`config.mk`:
```
export PLATFORM = sky130hd
export DESIGN_NAME = seq_alu
export DESIGN_NICKNAME = d
export VERILOG_FILES = /design/src/rtl/seq_alu.sv
export SDC_FILE = /design/constraint.sdc
export NUM_CORES = 1
export LEC_CHECK = 0
export ABC_AREA = 1
export CORE_UTILIZATION = 27
export CTS_CLUSTER_DIAMETER = 200
export CTS_CLUSTER_SIZE = 14
export DETAILED_ROUTE_END_ITERATION = 8
export SKIP_CTS_REPAIR_TIMING = 1
export SLEW_MARGIN = 10
export SYNTH_ARGS = -nofsm -noshare
export SYNTH_HDL_FRONTEND = slang
export SYNTH_SLANG_ARGS = --single-unit
```
`constraint.sdc`:
```
create_clock -name clk -period 1.8 [get_ports clk]
set_clock_uncertainty 0.05 [all_clocks]
set_input_delay 0.36 -clock clk [delete_from_list [all_inputs] [get_ports clk]]
set_output_delay 0.36 -clock clk [all_outputs]
set_load 0.01 [all_outputs]
```
`src/rtl/seq_alu.sv`:
```
// Multi-cycle ALU for the femtoRV32 execute stage: valid/ready in and out, bit-serial shifts.
// Define SEQ_ALU_FAST_SHIFT_EN to replace the serial shifter with a single-cycle barrel shift.
module seq_alu #(
  parameter int WIDTH = 32,
  localparam int SHW = $clog2(WIDTH)
) (
  input  logic             clk,
  input  logic             rst_n,
  input  logic             in_valid,
  output logic             in_ready,
  input  logic [3:0]       alu_sel,
  input  logic [WIDTH-1:0] op_a,
  input  logic [WIDTH-1:0] op_b,
  output logic             out_valid,
  input  logic             out_ready,
  output logic [WIDTH-1:0] result,
  output logic             zf,
  output logic             cf,
  output logic             vf,
  output logic             sf,
  output logic [1:0]       dbg_state
);

  localparam logic [3:0] ALU_ADD  = 4'b0000;
  localparam logic [3:0] ALU_SUB  = 4'b0001;
  localparam logic [3:0] ALU_PASS = 4'b0011;
  localparam logic [3:0] ALU_OR   = 4'b0100;
  localparam logic [3:0] ALU_AND  = 4'b0101;
  localparam logic [3:0] ALU_XOR  = 4'b0111;
  localparam logic [3:0] ALU_SRL  = 4'b1000;
  localparam logic [3:0] ALU_SLL  = 4'b1001;
  localparam logic [3:0] ALU_SRA  = 4'b1010;
  localparam logic [3:0] ALU_SLT  = 4'b1101;
  localparam logic [3:0] ALU_SLTU = 4'b1111;

  typedef enum logic [1:0] {
    ST_IDLE  = 2'd0,
    ST_SHIFT = 2'd1,
    ST_DONE  = 2'd2
  } state_e;

  // Handshakes: a transfer happens on a rising edge where valid and ready are both high;
  // a producer holds its data stable from raising valid until that edge.
  state_e           r_state, w_state_nxt;
  logic [WIDTH-1:0] r_result;
  logic             r_cf, r_vf;
  logic             w_sub;
  logic [WIDTH:0]   w_sum;
  logic [WIDTH-1:0] w_res;
  logic             w_cf, w_vf;
  logic [SHW-1:0]   w_amt;
  logic             w_accept;

  assign w_amt    = op_b[SHW-1:0];
  assign w_accept = (r_state == ST_IDLE) && in_valid;

  always_comb begin
    w_sub = (alu_sel == ALU_SUB);
    w_sum = {1'b0, op_a} + {1'b0, (w_sub ? ~op_b : op_b)} + {{WIDTH{1'b0}}, w_sub};
    w_res = '0;
    w_cf  = 1'b0;
    w_vf  = 1'b0;
    case (alu_sel)
      ALU_ADD: begin
        w_res = w_sum[WIDTH-1:0];
        w_cf  = w_sum[WIDTH];
        w_vf  = (op_a[WIDTH-1] == op_b[WIDTH-1]) && (w_sum[WIDTH-1] != op_a[WIDTH-1]);
      end
      ALU_SUB: begin
        w_res = w_sum[WIDTH-1:0];
        w_cf  = w_sum[WIDTH];
        w_vf  = (op_a[WIDTH-1] != op_b[WIDTH-1]) && (w_sum[WIDTH-1] != op_a[WIDTH-1]);
      end
      ALU_PASS: w_res = op_b;
      ALU_OR:   w_res = op_a | op_b;
      ALU_AND:  w_res = op_a & op_b;
      ALU_XOR:  w_res = op_a ^ op_b;
`ifdef SEQ_ALU_FAST_SHIFT_EN
      ALU_SRL:  w_res = op_a >> w_amt;
      ALU_SLL:  w_res = op_a << w_amt;
      ALU_SRA:  w_res = $signed(op_a) >>> w_amt;
`else
      // Serial build: loads op_a, which is also the final answer for a zero shift amount.
      ALU_SRL, ALU_SLL, ALU_SRA: w_res = op_a;
`endif
      ALU_SLT:  w_res = {{(WIDTH-1){1'b0}}, ($signed(op_a) < $signed(op_b))};
      ALU_SLTU: w_res = {{(WIDTH-1){1'b0}}, (op_a < op_b)};
      default:  w_res = '0;
    endcase
  end

`ifndef SEQ_ALU_FAST_SHIFT_EN
  logic [SHW-1:0]   r_cnt;
  logic [3:0]       r_sel;
  logic [WIDTH-1:0] w_step;
  logic             w_is_shift;

  assign w_is_shift = (alu_sel == ALU_SRL) || (alu_sel == ALU_SLL) || (alu_sel == ALU_SRA);

  always_comb begin
    w_step = r_result;
    case (r_sel)
      ALU_SRL: w_step = {1'b0, r_result[WIDTH-1:1]};
      ALU_SLL: w_step = {r_result[WIDTH-2:0], 1'b0};
      ALU_SRA: w_step = {r_result[WIDTH-1], r_result[WIDTH-1:1]};
      default: w_step = r_result;
    endcase
  end

  always_ff @(posedge clk or negedge rst_n) begin
    if (!rst_n) begin
      r_cnt <= '0;
      r_sel <= '0;
    end else if (w_accept) begin
      r_cnt <= w_amt;
      r_sel <= alu_sel;
    end else if (r_state == ST_SHIFT) begin
      r_cnt <= r_cnt - SHW'(1);
    end
  end
`endif

  always_comb begin
    w_state_nxt = r_state;
    case (r_state)
      ST_IDLE: begin
        if (in_valid) begin
`ifdef SEQ_ALU_FAST_SHIFT_EN
          w_state_nxt = ST_DONE;
`else
          w_state_nxt = (w_is_shift && (w_amt != '0)) ? ST_SHIFT : ST_DONE;
`endif
        end
      end
`ifndef SEQ_ALU_FAST_SHIFT_EN
      ST_SHIFT: if (r_cnt == SHW'(1)) w_state_nxt = ST_DONE;
`endif
      ST_DONE:  if (out_ready) w_state_nxt = ST_IDLE;
      default:  w_state_nxt = ST_IDLE;
    endcase
  end

  always_ff @(posedge clk or negedge rst_n) begin
    if (!rst_n) r_state <= ST_IDLE;
    else        r_state <= w_state_nxt;
  end

  always_ff @(posedge clk or negedge rst_n) begin
    if (!rst_n) begin
      r_result <= '0;
      r_cf     <= 1'b0;
      r_vf     <= 1'b0;
    end else if (w_accept) begin
      r_result <= w_res;
      r_cf     <= w_cf;
      r_vf     <= w_vf;
`ifndef SEQ_ALU_FAST_SHIFT_EN
    end else if (r_state == ST_SHIFT) begin
      r_result <= w_step;
`endif
    end
  end

  assign in_ready  = rst_n && (r_state == ST_IDLE);
  assign out_valid = (r_state == ST_DONE);
  assign result    = r_result;
  assign zf        = (r_result == '0);
  assign sf        = r_result[WIDTH-1];
  assign cf        = r_cf;
  assign vf        = r_vf;
  assign dbg_state = r_state;

endmodule

```
==> metrics, run 1 <==
Yosys reg bits 45; Mapped Cells 1236; met2 usage a little over a third; crit path cell chain buf_6 -> buf_6 -> inv_12 -> nor2_8 -> buf_12 -> nand2_8 -> xor2_1 -> ha_1 -> a21oi_2 -> buf_4 -> o21ai_2 -> a21oi_4 -> o21ai_4 -> or2_1 -> nand3_2 -> nand2_2 -> nand2_2 -> a31oi_1; critical path's slowest cell ha_1; Clock Sinks 45; I/O pin cnt 112; Filler cells 2808; Tightest Pin Transition 0.581 ns; DR WL/cell 16.4 um; Worst path max stage delay approximately 0.37 ns; first-pass GRT wire length between 40000 and 50000 um; initial core utilization 27.7%; max-slew violation count 0; Worst Setup SP alu_sel[0]; crit start category primary input; reg2reg path depth 6; Placed Area 0.0121 mm2; met1 usage 27.7%; Leakage 0.00681 uW; die area 0.0304 mm2; CORE AREA 0.0289 mm2; synthesized area per cell ~6.5 um2; Crit Path Max Fanout 5; largest net degree at the start of global routing between 40 and 50; vias in the first global route 9538; via count approximately 10000; Worst-path clk slew approximately 0.06 ns; internal reg-to-reg setup slack about 0.080 ns; deepest level of the CTS H-tree 2; share of layout cells above drive strength 1 between 40 and 50%; CTS tree done; crit path to result[13]; clock buffer depth 2; r2r startpoint dbg_state[1]; YS warnings 0; R2R Path End result[25]; row count 62; layer with the highest usage met2; Root Driver clkbuf_16; Die W about 170 um; worst path arrival time 2.85 ns; run status complete, but fails checks; clock latency on the worst-skew pair 0.29 ns; Hold WS between 0.1 and 0.15 ns; EDFF count, synth 0; total power 10300 uW; ANT nets after route 0; fin crit period 2.74 ns; Num CTS Buffers 5; final std cell area, no fill 0.0138 mm2; final wirelength between 30000 and 40000 um; Slew HR 61.3%; ys flop type dfrtp_1; worst slack, placed -1.80 ns; 1st-iter DRT viols slightly below 900; RSZ-0062 raised after global routing yes; Setup CP Type in -> reg; synthesized cell area 0.00801 mm2; grt met3 use approximately 1.6%; hpwl dp 26200 um; buffers added on ports roughly 110; nets 1881; Finish-stage setup viols 35; Remaining DRCs 0; syn nets 1446; post-route clock period utilization 152%; GRT overflow 0; Worst Slack Setup Final -0.942 ns; n_diodes 0; initial antenna violation count 0; Crit path required time 1.91 ns; max frequency 0.365 GHz; Die Y 174 um; maxcap violations 0; asr flop ratio synth 100%; largest vdd supply drop about 0.56 mV; pwr/cell area 746 mW/mm2; vias per inst between 4 and 5; library cells used by synthesis 53; Hold Crit Class in -> async; total track usage 20.3%; gpl congestion 0.929; DR pass1 iterations 5; sequential fraction of the synthesis area approximately 14%; crit path capture type flop; Final Hold Viols 0; Synth-to-Final Area Change 72.8%; failing checks setup timing
[critical path, delay by kind of cell]
kind | cells | cell delay (ns)
AOI/OAI and AO/OA | 5 | 0.73
and+or+nand+nor | 6 | 0.69
buffers and inverters | 5 | 0.53
adders and majority gates | 1 | 0.37
xor gates and xnor gates | 1 | 0.15
[Yosys cell counts, types with 7 or more instances]
| cell type | instances | share of area, % |
|---|---|---|
| a211oi_1 | 18 | 1.7 |
| a21oi_1 | 82 | 5.1 |
| a31oi_1 | 18 | 1.4 |
| buf_2 | 19 | 1.2 |
| clkbuf_1 | 18 | 0.84 |
| dfrtp_1 | 45 | 14 |
| ha_1 | 137 | 21 |
| inv_1 | 167 | 7.8 |
| inv_2 | 8 | 0.38 |
| nand2_1 | 213 | 10 |
| nand2_2 | 8 | 0.63 |
| nand3_1 | 90 | 5.6 |
| nand3b_1 | 14 | 1.3 |
| nand4_1 | 9 | 0.70 |
| nor2_1 | 129 | 6.0 |
| nor3_1 | 17 | 1.1 |
| nor4_1 | 11 | 0.86 |
| o211ai_1 | 14 | 1.3 |
| o21ai_0 | 90 | 5.6 |
| o21ai_1 | 7 | 0.44 |
| o22ai_1 | 24 | 1.9 |
| xor2_1 | 34 | 3.7 |
[cells in the final DEF, fill, tap and decap left out, types with 19 or more instances in the layout]
cell type,n
ha_1,107
nand2_2,46
a21oi_1,35
o22ai_1,24
inv_2,59
nand2_1,164
dfrtp_1,45
nand3_1,71
a21oi_2,47
buf_4,328
xor2_1,25
inv_1,107
dlymetal6s2s_1,40
o21ai_1,19
clkbuf_2,23
buf_6,20
o21ai_0,64
ha_4,26
clkdlybuf4s50_1,38
nor2_2,28
nor2_1,94
[registers in the layout (all words and copies together), names as in the netlist]
signal     cells
result        32
r_cnt          5
r_sel          4
cf             1
dbg_state      2
vf             1
[per-stage QoR]
stage                     instances  setup TNS (ns)  utilization, %
after floorplan                1236          -20.96               -
after global placement         2018          -54.44            41.7
after detailed placement       2018          -55.24            41.7
after CTS                      2026          -45.69            42.3
after global routing           2056          -31.59            47.8
final                          2056          -27.36            47.8
[cells by family after synthesis]
kind of cell	synth area share [%]
XOR/XNOR	3.94
AND/OR/NAND/NOR	27.9
flip-flops	14.1
AO/OA/AOI/OAI	21.7
buffers and inverters	10.7
adder cells (fa/ha/maj)	21.7
[where the power goes]
part	internal, uW	switching [uW]	leakage (uW)
logic	3580	3830	0.00621
registers	1510	321	0.000516
clock network	693	389	0.0000831
[worst min path at each step]
| stage | to | slack (ns) | cells past startpoint |
|---|---|---|---|
| 2_1_floorplan | cf | 0.01 | 0 |
| 3_3_place_gp | r_sel[2] | 0.42 | 2 |
| 3_5_place_dp | r_sel[1] | 0.45 | 2 |
| 4_1_cts | r_cnt[4] | 0.17 | 2 |
| 5_1_grt | result[6] | 0.20 | 2 |
| 6_report | result[6] | 0.13 | 2 |
[layout make-up]
type	instances	area, um2	area share (%)
timing repair buffer	468	3980	28.7
inverter	175	699	5.06
multi-input combinational	976	7370	53.3
sequential	45	1130	8.14
clock inverter	2	37.5	0.271
tap	384	480	3.47
clock buffer	6	139	1.00
[routing by layer]
metal  vias up  part of all wire [%]
li1       5049                     -
met1      4857                    44
met2       321                    49
met3        38                   5.5
met4         0                   1.6
met5         -                     0
(Power assumes the default switching activity.)
==> inputs of run 2 (changes only) <==
- SLEW_MARGIN: 10 -> unset
==> results of run 2 <==
The final DEF is identical to that of run 1; final timing and power are the same.
